## src/rtl/div_pkg.sv

```systemverilog
// rtl/div_pkg.sv - shared widths, state encoding and operand helper for the divider
package div_pkg;

   localparam int RegBus       = 32;
   localparam int DoubleRegBus = 64;

   localparam logic [5:0] DivIters = 6'd32;

   typedef enum logic [1:0] {
      DivFree   = 2'b00,
      DivByZero = 2'b01,
      DivOn     = 2'b10,
      DivEnd    = 2'b11
   } div_state_e;

   // Magnitude of a signed operand; unsigned operands pass through unchanged.
   function automatic logic [RegBus-1:0] op_mag(input logic [RegBus-1:0] v, input logic is_signed);
      return (is_signed && v[RegBus-1]) ? (~v + 1'b1) : v;
   endfunction

endpackage

```

## src/rtl/div.sv

```systemverilog
// rtl/div.sv - iterative radix-2 restoring divider for DIV/DIVU, result held until start drops
module div
   import div_pkg::*;
(
   input  logic                    clk,
   input  logic                    rst,
   input  logic                    signed_div_i,
   input  logic [RegBus-1:0]       opdata1_i,
   input  logic [RegBus-1:0]       opdata2_i,
   input  logic                    start_i,
   input  logic                    annul_i,
   output logic [DoubleRegBus-1:0] result_o,
   output logic                    ready_o
);

   div_state_e              state_q, state_d;
   logic [5:0]              cnt_q, cnt_d;
   logic [DoubleRegBus-1:0] work_q, work_d;
   logic [RegBus-1:0]       divisor_q, divisor_d;
   logic                    signed_q, signed_d;
   logic                    sign1_q, sign1_d;
   logic                    sign2_q, sign2_d;
   logic [DoubleRegBus-1:0] result_q, result_d;
   logic                    ready_q, ready_d;

   // work_q = {partial remainder, dividend bits still to consume / quotient bits produced}
   logic [RegBus:0]   partial;
   logic [RegBus:0]   trial;
   logic [RegBus-1:0] quot_fix;
   logic [RegBus-1:0] rem_fix;

   assign partial  = {work_q[DoubleRegBus-1:RegBus], work_q[RegBus-1]};
   assign trial    = partial - {1'b0, divisor_q};
   assign quot_fix = (signed_q && (sign1_q ^ sign2_q)) ? (~work_q[RegBus-1:0] + 1'b1)
                                                       : work_q[RegBus-1:0];
   assign rem_fix  = (signed_q && sign1_q) ? (~work_q[DoubleRegBus-1:RegBus] + 1'b1)
                                           : work_q[DoubleRegBus-1:RegBus];

   always_comb begin
      state_d   = state_q;
      cnt_d     = cnt_q;
      work_d    = work_q;
      divisor_d = divisor_q;
      signed_d  = signed_q;
      sign1_d   = sign1_q;
      sign2_d   = sign2_q;
      result_d  = result_q;
      ready_d   = ready_q;
      unique case (state_q)
         DivFree: begin
            result_d = '0;
            ready_d  = 1'b0;
            if (start_i && !annul_i) begin
               if (opdata2_i == '0) begin
                  state_d = DivByZero;
               end else begin
                  state_d   = DivOn;
                  cnt_d     = '0;
                  work_d    = {{RegBus{1'b0}}, op_mag(opdata1_i, signed_div_i)};
                  divisor_d = op_mag(opdata2_i, signed_div_i);
                  signed_d  = signed_div_i;
                  sign1_d   = opdata1_i[RegBus-1];
                  sign2_d   = opdata2_i[RegBus-1];
               end
            end
         end
         DivByZero: begin
            state_d  = DivEnd;
            work_d   = '0;
            result_d = '0;
            ready_d  = 1'b1;
         end
         DivOn: begin
            if (annul_i) begin
               state_d = DivFree;
            end else if (cnt_q != DivIters) begin
               // A negative trial means the divisor did not fit: keep the partial remainder.
               if (trial[RegBus])
                  work_d = {partial[RegBus-1:0], work_q[RegBus-2:0], 1'b0};
               else
                  work_d = {trial[RegBus-1:0], work_q[RegBus-2:0], 1'b1};
               cnt_d = cnt_q + 6'd1;
            end else begin
               state_d  = DivEnd;
               result_d = {rem_fix, quot_fix};
               ready_d  = 1'b1;
            end
         end
         DivEnd: begin
            if (!start_i) begin
               state_d  = DivFree;
               result_d = '0;
               ready_d  = 1'b0;
            end
         end
         default: state_d = DivFree;
      endcase
   end

   always_ff @(posedge clk) begin
      if (rst) begin
         state_q   <= DivFree;
         cnt_q     <= '0;
         work_q    <= '0;
         divisor_q <= '0;
         signed_q  <= 1'b0;
         sign1_q   <= 1'b0;
         sign2_q   <= 1'b0;
         result_q  <= '0;
         ready_q   <= 1'b0;
      end else begin
         state_q   <= state_d;
         cnt_q     <= cnt_d;
         work_q    <= work_d;
         divisor_q <= divisor_d;
         signed_q  <= signed_d;
         sign1_q   <= sign1_d;
         sign2_q   <= sign2_d;
         result_q  <= result_d;
         ready_q   <= ready_d;
      end
   end

   assign result_o = result_q;
   assign ready_o  = ready_q;

endmodule

```

## config.mk

```make
export PLATFORM = sky130hd
export DESIGN_NAME = div
export DESIGN_NICKNAME = d
export VERILOG_FILES = /design/src/rtl/div_pkg.sv /design/src/rtl/div.sv
export SDC_FILE = /design/constraint.sdc
export NUM_CORES = 1
export LEC_CHECK = 0
export BUFFER_PORTS_ARGS = -buffer_cell sky130_fd_sc_hd__buf_4
export CORE_ASPECT_RATIO = 0.7
export CORE_MARGIN = 3
export CORE_UTILIZATION = 40
export CTS_CLUSTER_SIZE = 20
export DETAILED_ROUTE_END_ITERATION = 12
export PLACE_DENSITY = 0.56
export SLEW_MARGIN = 5
export SYNTH_ARGS = -nofsm -noshare
export SYNTH_HDL_FRONTEND = slang
export SYNTH_SLANG_ARGS = --single-unit
```

## constraint.sdc

```tcl
create_clock -name clk -period 4.1 [get_ports clk]
set_input_delay 0.205 -clock clk [delete_from_list [all_inputs] [get_ports clk]]
set_output_delay 0.205 -clock clk [all_outputs]
set_load 0.02 [all_outputs]
```

# Yosys cells after proc, flatten, opt, wreduce, memory -nomap -nowiden
# Cells that the tools add are included.
dict set report totals {
  register_bits 172
  input_bits 69
  wordCells 77
}
dict set report classes {
  n_addsub 6
  eq_ne 11
  mux 29
  n_bitwise 6
  n_reduce_logical 16
}
# operator count
set op_table {}
lappend op_table {{$mux 64} 8}
lappend op_table {{$pmux 64 s3} 2}
lappend op_table {{$add 32x1->32 const B} 4}
lappend op_table {{$mux 32} 4}
lappend op_table {{$not 32->32} 4}
lappend op_table {{$sub 33x32->33} 1}
lappend op_table {{$logic_not 32->1} 1}
lappend op_table {{$mux 6} 4}
lappend op_table {{$ne 2x2->1 const B} 6}
lappend op_table {{$pmux 6 s2} 1}
lappend op_table {{$mux 2} 5}
lappend op_table {{$reduce_and 5->1} 2}
lappend op_table {{$reduce_and 3->1} 3}
lappend op_table {{$pmux 2 s4} 1}
lappend op_table {{$add 6x1->6 const B} 1}
lappend op_table {{$ne 6x6->1 const B} 1}
lappend op_table {{$logic_and 1x1->1} 5}
lappend op_table {{$eq 2x2->1 const B} 2}
lappend op_table {{$pmux 1 s4} 1}
lappend op_table {{$mux 1} 3}
lappend op_table {{$ne 3x3->1 const B} 1}
lappend op_table {{$reduce_bool 3->1} 1}
lappend op_table {{$eq 2x1->1 const B} 1}
lappend op_table {{$logic_not 2->1} 1}
lappend op_table {{5 further kinds} 5}

# Depth between registers and ports, before layout
# Gate-level depths: netlist (run 1).
dict set report logic_depth {
  ltp_word 6
  depth_mapped 13
  ltp_nobuf 12
}

# Worst setup path after synthesis (run 1)
# Ideal clock, no wire load.
dict set report synth_path {
  path_kind {reg-to-reg}
  from {reg work_q[31]}
  to {reg work_q[41]}
  setup_time_ps 117
  arrival_ps 2845
  required_ps 3983
  path_slack_ps 1138
  path_stages_with_launch 13
  cell_sequence {dfxtp_1 -> inv_1 -> ha_1 -> fa_1 -> nor2b_1 -> o31a_1 -> o211ai_1 -> a21oi_2 -> a21oi_1 -> xnor2_1 -> buf_2 -> o21ai_0 -> a22o_1}
}
dict set report synth_via {
  elab_chain_cells 5
}
# item line
set synth_rtl {}
lappend synth_rtl {{from (decl)} div.sv:18} ;# logic [DoubleRegBus-1:0] work_q, work_d;
lappend synth_rtl {{from (signal assigned)} div.sv:114} ;# work_q <= work_d;
lappend synth_rtl {{$sub 33x32->33} div.sv:33} ;# assign trial = partial - {1'b0, divisor_q};
lappend synth_rtl {{$mux 64} div.sv:78} ;# if (trial[RegBus])
lappend synth_rtl {{$mux 64} div.sv:76} ;# end else if (cnt_q != DivIters) begin
lappend synth_rtl {{$mux 64} div.sv:74} ;# if (annul_i) begin
lappend synth_rtl {{$pmux 64 s3} div.sv:49} ;# unique case (state_q)
# No other way between the ends. The select of a mux whose other input is x is not followed.
# A chain may end at the register's enable or synchronous reset.

# Worst setup path after layout (run 1)
dict set report layout_path {
  from {reg work_q[31]}
  to {reg work_q[63]}
}
# Same word-level chain as after synthesis.

==> impl_metrics.py, run 1 <==
metrics = {
    "worst_setup_path": {
        "cp_slowest_cell": "xnor2_2",
        "path_cells": "inv_1 -> ha_1 -> fa_1 -> nor2b_1 -> o31a_1 -> o211ai_1 -> a21oi_2 -> a21oi_1 -> xnor2_2 -> nor2_1 -> a221oi_1 -> o31ai_1",
        "worstSetupPathType": "flop to flop",
        "cp_max_fo": 11,
        "start_kind": "flop",
        "path_buf_inv": 1,
        "critPathCaptureType": "flop",
        "critPathMaxStageDelay_ns": 0.54,
        "crit_required_ns": 4.43,
        "path_delay_family": "compound AO/OA/AOI/OAI gates",
        "worst_ep_arrival_time_ns": 3.95,
    },
    "placed_design": {
        "gp_congestion": 0.9338,
        "io_buffers": 133,
        "dp_hpwl_um": 26730,
        "preCtsSetupSlack_ns": 0.5895,
        "dp.cells": 1857,
    },
    "global_route": {
        "antenna_found_initial": 0,
        "grt_first_pass_wirelength_um": 53960,
        "grt_pass1_vias": 9320,
        "grt_max_degree": 49,
        "grt_overflow": 0,
        "track_usage_pct": 23.32,
    },
    "sta": {
        "final.min_clock_period_ns": 3.622,
        "fmax_mhz": 276.1,
        "worstMarginPinSlew_ns": 0.8524,
        "hold_viol": 0,
        "timing.final.ws_setup_ns": 0.4776,
        "fin_crit_sh_pct": 88.35,
        "rsz0062_at_grt": "no",
        "fin_worst_skew_ns": 0.01727,
        "slew-limit-headroom_pct": 43.17,
        "finalSetupViolCount": 0,
        "setup_tns_ns": 0,
        "slew_viol_final": 0,
    },
    "power_and_ir_drop": {
        "power_uw": 6082,
        "power.density_mw_per_mm2": 471.1,
        "p_leak_uw": 0.005085,
        "max-vdd-ir-drop_v": 0.0003197,
    },
    "cts": {
        "path_clk_slew_ns": 0.08,
        "post_cts.repair.setup_buffers": 0,
        "hold_buffers": 0,
        "cts_root_buf": "clkbuf_16",
        "clk_latency_ns": 0.44,
        "cts_buffer_depth": 2,
        "cts_max_level": 4,
        "clock_sinks": 172,
        "cts_resized": 0,
        "cts_tree": "built",
        "cts_buffers": 17,
    },
    "finish": {
        "regArea_mm2": 0.003443,
        "diodes": 0,
        "multi_input_area_mm2": 0.006897,
        "final_cell_mix": "172 x dfxtp_1, 169 x nor2_1, 157 x buf_4",
        "fillerInstances": 2689,
        "syn_to_final_growth_pct": 18.18,
        "layout-drive-gt1-share_pct": 14.43,
        "nNetsFinal": 1631,
        "stdcell_count": 1889,
        "layout_commonest_cell": "dfxtp_1",
    },
    "yosys": {
        "yosysUniqueCellTypes": 75,
        "synthXorXnorAreaFrac_pct": 11.78,
        "synth_seq_area_share_pct": 31.52,
        "muxShareOfSynthArea_pct": 0.3666,
        "synth_compound_area_share_pct": 26.19,
        "ys.flop_type": "dfxtp_1",
        "synth_edf_count": 0,
        "yosysWarnings": 0,
        "synth_nets": 1528,
        "synth_adder_area_share_pct": 4.994,
        "yosys.area_share.simple_pct": 19.75,
        "avgSynthCellArea_um2": 7.714,
        "synth_async_sr_flop_share_pct": 0,
        "synth_seq_cells": 172,
        "synth.cell_area_mm2": 0.01092,
        "synth_top_family_by_area": "compound AO/OA/AOI/OAI gates",
        "syn_inst": 1416,
    },
    "floorplan": {
        "die_w_um": 203.5,
        "core_area_mm2": 0.02624,
        "rows": 49,
        "die_area_mm2": 0.02936,
        "die_height_um": 144.3,
        "start_util_pct": 41.63,
        "pin_count": 134,
    },
    "flow_run": {
        "cap_violations": 0,
    },
    "routing": {
        "wl_per_cell_um": 18.29,
        "via_count": 10474,
        "antenna_left": 0,
        "vias_per_cell": 5.545,
        "drt-initial-drc-count": 753,
        "dr.pass1.iters": 5,
        "drc": 0,
        "routed_wl_um": 34540,
    },
    "min_path": {
        "hold_class": "primary input to flop",
    },
    "status": {
        "outcome": "finished clean",
    },
}
## path summary, 6_finish.rpt
path                  from      endpoint  slack, ns  cells after the start
max             work_q[31]    work_q[63]       0.48                     12
min          opdata1_i[31]       sign1_q       0.07                      3
max reg2reg     work_q[31]    work_q[63]       0.48                     12
min reg2reg   result_o[62]  result_o[62]       0.45                      2
## cells in the mapped netlist (all sizes together) (5+ instances only)
cell	number	area, um^2
nand2	130	488.0
inv	69	259.0
a221o	5	50.05
a31oi	13	81.33
o41ai	13	132.6
nand3	24	125.1
a22o	6	52.55
a21o	9	67.56
and2	8	52.55
clkbuf	66	277.8
or4	10	86.33
ha	42	525.5
a22oi	42	315.3
dfxtp	172	3443
o211ai	5	37.54
a211oi	35	262.8
xnor2	87	769.5
a32oi	9	78.83
o21a	6	45.04
a21oi	113	569.3
o31ai	26	195.2
nor2b	11	68.82
nor4	14	102.6
nand2b	14	87.58
xor2	59	516.8
o21bai	7	52.55
nor3	32	186.4
o21ai	143	715.7
nor2	169	634.4
or3	13	93.83
nand4	6	37.54
buf	7	43.79
## routing by layer
metal	vias to the layer above	GRT usage (%)	wire [um]
li1	5253	-	-
met1	4805	39.60	19260
met2	396	26.60	11430
met3	20	7.582	3611
met4	0	4.343	237
met5	-	0	0
## kinds of logic after synthesis
kind of cell    Yosys count
compound gates          454
xor+xnor                146
fa+ha+maj                43
buf+inv                 143
flops                   172
mux                       4
simple gates            454
## worst reg2reg max path, stage by stage, from the launching register on
cell and delay, ns:
dfxtp_1 0.41, inv_1 0.07, ha_1 0.22, fa_1 0.38
nor2b_1 0.21, o31a_1 0.21, o211ai_1 0.17, a21oi_2 0.39
a21oi_1 0.27, xnor2_2 0.54, nor2_1 0.21, a221oi_1 0.31
o31ai_1 0.11
## flip-flops by register name, indices dropped and copies added (netlist names)
name / cells
sign1_q: 1
sign2_q: 1
signed_q: 1
work_q: 64
cnt_q: 6
ready_o: 1
divisor_q: 32
state_q: 2
result_o: 64
## final cells by class
class                      instances  share of cell area [%]
clock buffer                      18                   3.402
sequential                       172                   26.67
timing repair buffer             158                   9.286
multi-input combinational       1101                   53.43
tap                              357                   3.460
clock inverter                    14                   1.745
inverter                          69                   2.006
## where the power goes
| group | leakage, uW | total, uW | switching (uW) | internal, uW |
|---|---|---|---|---|
| Combinational | 0.00337 | 2120 | 1360 | 759 |
| Sequential | 0.00140 | 2130 | 277 | 1850 |
| Clock | 0.000318 | 1830 | 769 | 1060 |
| Total | 0.00509 | 6080 | 2410 | 3680 |
## per-stage QoR
stage,util (%),instance area (um^2),hold WS (ns)
floorplan,-,10920,0.3410
detailed placement,46.66,12240,0.4449
global placement,46.66,12240,0.4400
finish,49.19,12910,0.07050
CTS,49.19,12910,0.04062
global route,49.19,12910,0.07039
Note: power is estimated with default switching activity, not from simulation.
==> run 2, diff against run 1 <==
==> constraint.sdc (replaced) <==
create_clock -name clk -period 4.1 [get_ports clk]
set_input_delay 0.615 -clock clk [delete_from_list [all_inputs] [get_ports clk]]
set_output_delay 0.615 -clock clk [all_outputs]
set_load 0.02 [all_outputs]
==> run 2 against run 1 <==
Die area is the same. Global-route usage shrank 0.41 points. Core utilization shrank 0.39 points. Cell count is essentially flat. Critical endpoint is now work_q[61]. Sequential power is essentially flat. Register-to-register slack gained 0.30 ns. Combinational power is essentially flat.
==> impl_metrics.py, run 2 (synthesized netlist as in run 1, its figures left out) <==
metrics = {
    "status": {
        "outcome": "finished clean",
    },
    "sta": {
        "final.min_clock_period_ns": 3.323,
        "fin_crit_sh_pct": 81.06,
        "fin_worst_skew_ns": 0.01330,
        "slew_viol_final": 0,
        "worstMarginPinSlew_ns": 0.8336,
        "slew-limit-headroom_pct": 44.43,
        "hold_viol": 0,
        "fmax_mhz": 300.9,
        "setup_tns_ns": 0,
        "rsz0062_at_grt": "no",
        "timing.final.ws_setup_ns": 0.7766,
        "finalSetupViolCount": 0,
    },
    "global_route": {
        "antenna_found_initial": 0,
        "grt_pass1_vias": 8999,
        "grt_max_degree": 79,
        "grt_first_pass_wirelength_um": 52960,
        "grt_overflow": 0,
        "track_usage_pct": 22.91,
    },
    "routing": {
        "drc": 0,
        "dr.pass1.iters": 6,
        "drt-initial-drc-count": 769,
        "vias_per_cell": 5.528,
        "antenna_left": 0,
        "wl_per_cell_um": 18.07,
        "routed_wl_um": 34110,
        "via_count": 10437,
    },
    "floorplan": {
        "die_height_um": 144.3,
        "rows": 49,
        "start_util_pct": 41.63,
        "die_area_mm2": 0.02936,
        "core_area_mm2": 0.02624,
        "die_w_um": 203.5,
        "pin_count": 134,
    },
    "min_path": {
        "holdPathEnd": "result_o[35]",
        "hold_class": "flop to flop",
        "min-delay-start": "result_o[35]",
        "hold_depth": 2,
    },
    "finish": {
        "final_cell_mix": "172 x dfxtp_1, 169 x nor2_1, 157 x buf_4",
        "regArea_mm2": 0.003443,
        "syn_to_final_growth_pct": 17.25,
        "multi_input_area_mm2": 0.006897,
        "nNetsFinal": 1632,
        "diodes": 0,
        "layout_commonest_cell": "dfxtp_1",
        "layout-drive-gt1-share_pct": 14.30,
        "fillerInstances": 2636,
    },
    "cts": {
        "clk_latency_ns": 0.44,
        "cts_buffer_depth": 2,
        "cts_max_level": 4,
        "cts_resized": 0,
        "post_cts.repair.setup_buffers": 0,
        "cts_root_buf": "clkbuf_16",
        "hold_buffers": 0,
        "cts_tree": "built",
        "cts_buffers": 17,
        "path_clk_slew_ns": 0.07,
        "clock_sinks": 172,
    },
    "worst_setup_path": {
        "r2r_end": "work_q[61]",
        "regToRegSetupSlack_ns": 0.78,
        "timing.rr.start": "divisor_q[1]",
        "crit_path_frequent_cell": "buf_4",
        "critPathMaxStageDelay_ns": 0.42,
        "cp_slowest_cell": "dfxtp_1",
        "crit_required_ns": 4.48,
        "critPathCaptureType": "flop",
        "reg2reg_depth": 13,
        "path_cells": "inv_1 -> ha_1 -> nor2b_1 -> o31a_1 -> nor4_1 -> o31ai_1 -> buf_4 -> a211oi_1 -> buf_4 -> nor3_1 -> or3_1 -> o21ai_0 -> a221o_1",
        "start_kind": "flop",
        "cp_max_fo": 5,
        "worstSetupPathType": "flop to flop",
        "worst_ep_arrival_time_ns": 3.71,
    },
    "placed_design": {
        "dp_hpwl_um": 26310,
        "io_buffers": 133,
        "gp_congestion": 0.9533,
        "preCtsSetupSlack_ns": 0.7674,
    },
    "flow_run": {
        "cap_violations": 0,
    },
    "power_and_ir_drop": {
        "p_leak_uw": 0.005033,
        "power.density_mw_per_mm2": 449.9,
        "power_uw": 5762,
        "max-vdd-ir-drop_v": 0.0003301,
    },
}
## run 2: area by class of cell
class | count | share of cell area (%)
clock buffers | 20 | 3.566
clock inverters | 10 | 0.6741
inverters | 69 | 2.022
multi-input cells | 1101 | 53.85
flip-flops and latches | 172 | 26.89
well taps | 357 | 3.488
repair buffers | 159 | 9.515
## run 2: layer usage
layer | share of wire [%] | up-vias | global-route usage (%)
met4 | 0.42 | 0 | 3.583
met1 | 57 | 4784 | 40.17
li1 | - | 5266 | -
met5 | 0 | - | 0
met2 | 34 | 375 | 25.98
met3 | 8.8 | 12 | 6.007
## run 2: critical path: cells and delay by family (launching register included)
family | cells | cell delay [ns]
AO/OA/AOI/OAI | 5 | 1.16
AND/OR/NAND/NOR | 4 | 0.96
buffers and inverters | 3 | 0.45
flip-flops | 1 | 0.42
adder cells (fa/ha/maj) | 1 | 0.28
## run 2: stage by stage
step | std cells | hold slack [ns] | util, % | area [um^2]
floorplan | 1416 | 0.4319 | - | 10920
global placement | 1858 | 0.4399 | 46.74 | 12260
detailed placement | 1858 | 0.4439 | 46.74 | 12260
CTS | 1888 | 0.4549 | 48.81 | 12810
global route | 1888 | 0.4732 | 48.81 | 12810
finish | 1888 | 0.4504 | 48.81 | 12810
## run 2: where the power goes
group	total, uW	leakage (uW)	switching, uW	internal [uW]
Clock	1520	0.000255	712	812
Sequential	2130	0.00140	280	1850
Combinational	2110	0.00338	1340	763
## run 2: worst max-delay path by stage
| stage | slack, ns | to | from |
|---|---|---|---|
| after floorplan | 1.14 | work_q[41] | work_q[31] |
| after global placement | 0.84 | work_q[63] | opdata2_i[18] |
| after detailed placement | 0.77 | work_q[63] | opdata2_i[18] |
| after CTS | 0.83 | work_q[61] | divisor_q[1] |
| after global routing | 0.63 | work_q[61] | divisor_q[1] |
| final | 0.78 | work_q[61] | divisor_q[1] |
==> run 3, diff against run 2 <==
PLACE_DENSITY = 0.58   (was 0.56)
clock period = 3 ns   (was 4.1 ns; I/O delays follow)
==> run 3 against run 2 <==
Die area unchanged. Sequential cell count unchanged. Count of clock-buffer cells in the layout shrank 2. Largest power group is now combinational cells. Non-clock buffer count increased by 74. Highest routed layer unchanged. Sequential power rose by 35%. Critical path type unchanged.
==> impl_metrics.py, run 3 (synthesized netlist as in run 1, its figures left out) <==
metrics = {
    "sta": {
        "finalSetupViolCount": 0,
        "hold_viol": 0,
        "fmax_mhz": 340.8,
        "slew-limit-headroom_pct": 50.37,
        "rsz0062_at_grt": "yes",
        "fin_worst_skew_ns": 0.009540,
        "fin_crit_sh_pct": 97.82,
        "timing.final.ws_setup_ns": 0.06535,
        "slew_viol_final": 0,
        "worstMarginPinSlew_ns": 0.7444,
        "final.min_clock_period_ns": 2.935,
    },
    "placed_design": {
        "preCtsSetupSlack_ns": -0.01868,
        "io_buffers": 133,
        "dp_hpwl_um": 28150,
        "gp_congestion": 0.9251,
    },
    "floorplan": {
        "die_height_um": 144.3,
        "die_w_um": 203.5,
        "die_area_mm2": 0.02936,
        "pin_count": 134,
        "core_area_mm2": 0.02624,
        "rows": 49,
        "start_util_pct": 41.63,
    },
    "power_and_ir_drop": {
        "power.density_mw_per_mm2": 619.9,
        "power.net_switching_uw": 3382,
        "power.internal_uw": 5046,
        "p_sw_share_pct": 40.13,
        "clock_power_share_pct": 27.2,
        "sequentialPowerShare_pct": 34.1,
        "p_leak_uw": 0.005500,
        "max-vdd-ir-drop_v": 0.0003094,
        "p_comb_share_pct": 38.8,
    },
    "routing": {
        "via_count": 10842,
        "vias_per_cell": 5.520,
        "routed_wl_um": 36220,
        "drc": 0,
        "wl_per_cell_um": 18.44,
        "antenna_left": 0,
        "drt-initial-drc-count": 952,
        "dr.pass1.iters": 6,
    },
    "finish": {
        "nNetsFinal": 1706,
        "layout-drive-gt1-share_pct": 19.60,
        "diodes": 0,
        "final_cell_mix": "225 x buf_4, 169 x nor2_1, 168 x dfxtp_1",
        "layout_commonest_cell": "buf_4",
        "syn_to_final_growth_pct": 24.47,
        "final_util_pct": 51.81,
        "fillerInstances": 2629,
    },
    "cts": {
        "cts_buffer_depth": 2,
        "cts_buffers": 17,
        "clk_latency_ns": 0.44,
        "clock_sinks": 172,
        "cts_max_level": 4,
        "cts_tree": "built",
        "cts_root_buf": "clkbuf_16",
        "path_clk_slew_ns": 0.07,
    },
    "worst_setup_path": {
        "worst_ep_arrival_time_ns": 3.23,
        "crit_required_ns": 3.30,
        "start_kind": "flop",
        "critPathCaptureType": "flop",
        "regToRegSetupSlack_ns": 0.07,
        "worstSetupPathType": "flop to flop",
        "cp_max_fo": 4,
    },
    "status": {
        "outcome": "finished clean",
    },
    "flow_run": {
        "cap_violations": 0,
    },
    "global_route": {
        "grt_overflow": 0,
        "track_usage_pct": 24.20,
        "grt_max_degree": 66,
        "grt_first_pass_wirelength_um": 55480,
        "grt_pass1_vias": 9465,
        "antenna_found_initial": 0,
    },
    "min_path": {
        "hold_class": "primary input to flop",
    },
}
-- run 3: changes by cell type in the layout (fill, tap and decap cells not counted), sizes merged --
cell	change
buf	+72
bufinv	+2
inv	+2
clkinv	+1
clkinvlp	-1
-- run 3: worst paths after layout --
| path | startpoint | to | cells past startpoint |
|---|---|---|---|
| setup reg to reg | work_q[38] | result_o[60] | 10 |
| hold reg to reg | result_o[62] | result_o[62] | 2 |
| hold / removal | opdata1_i[31] | sign1_q | 3 |
| setup / recovery | work_q[38] | result_o[60] | 10 |
-- run 3: routing by layer --
| layer | wire [um] | GRT usage [%] | part of all wire (%) | vias up |
|---|---|---|---|---|
| met5 | 0 | 0 | 0 | - |
| met4 | 166 | 3.909 | 0.46 | 0 |
| met3 | 3471 | 6.794 | 9.6 | 13 |
| met2 | 12540 | 28.42 | 35 | 406 |
| met1 | 20040 | 41.37 | 55 | 5007 |
| li1 | - | - | - | 5416 |
-- run 3: power groups by stage --
| stage | sequential [uW] | clock [uW] | combinational, uW |
|---|---|---|---|
| CTS | 2850 | 2330 | 3140 |
| global route | 2890 | 2420 | 3570 |
| detailed placement | 2900 | 0 | 3130 |
| global placement | 2890 | 0 | 3120 |
| floorplan | 2790 | 0 | 2080 |
| finish | 2870 | 2290 | 3270 |
-- run 3: critical path: stages, from the launching register on --
cell      delay (ns)
dfxtp_4         0.36
buf_6           0.12
or4_4           0.53
or3_4           0.37
nor4_4          0.17
nand2b_1        0.13
or3_4           0.38
nor4b_4         0.34
a21oi_1         0.14
xnor2_1         0.17
o21ai_0         0.09
-- run 3: area by class of cell --
cell class,count,area [um^2],share of cell area (%)
clock inverters,14,156.4,1.150
inverters,69,259.0,1.905
multi-input cells,1101,6993,51.44
repair buffers,233,1851,13.61
flip-flops and latches,172,3451,25.38
well taps,357,446.7,3.285
clock buffers,18,439.2,3.230
-- run 3: stage by stage --
stage	total power, uW	setup TNS, ns	cells	instance area (um^2)	hold WS [ns]
after floorplan	4876	0	1416	10920	0.4319
after global placement	6008	0	1924	12780	0.4383
after detailed placement	6027	-0.01868	1924	12780	0.4465
after CTS	8315	0	1956	13380	0.2707
after global routing	8888	-0.3520	1964	13600	0.2916
final	8427	0	1964	13600	0.2899
-- run 3: repair_timing --
action,CTS,global route
gates cloned,0,2
pin swaps,1,7
buffers inserted,0,6
resized for setup,0,27
hold buffers,0,0
setup endpoints to repair,2,41
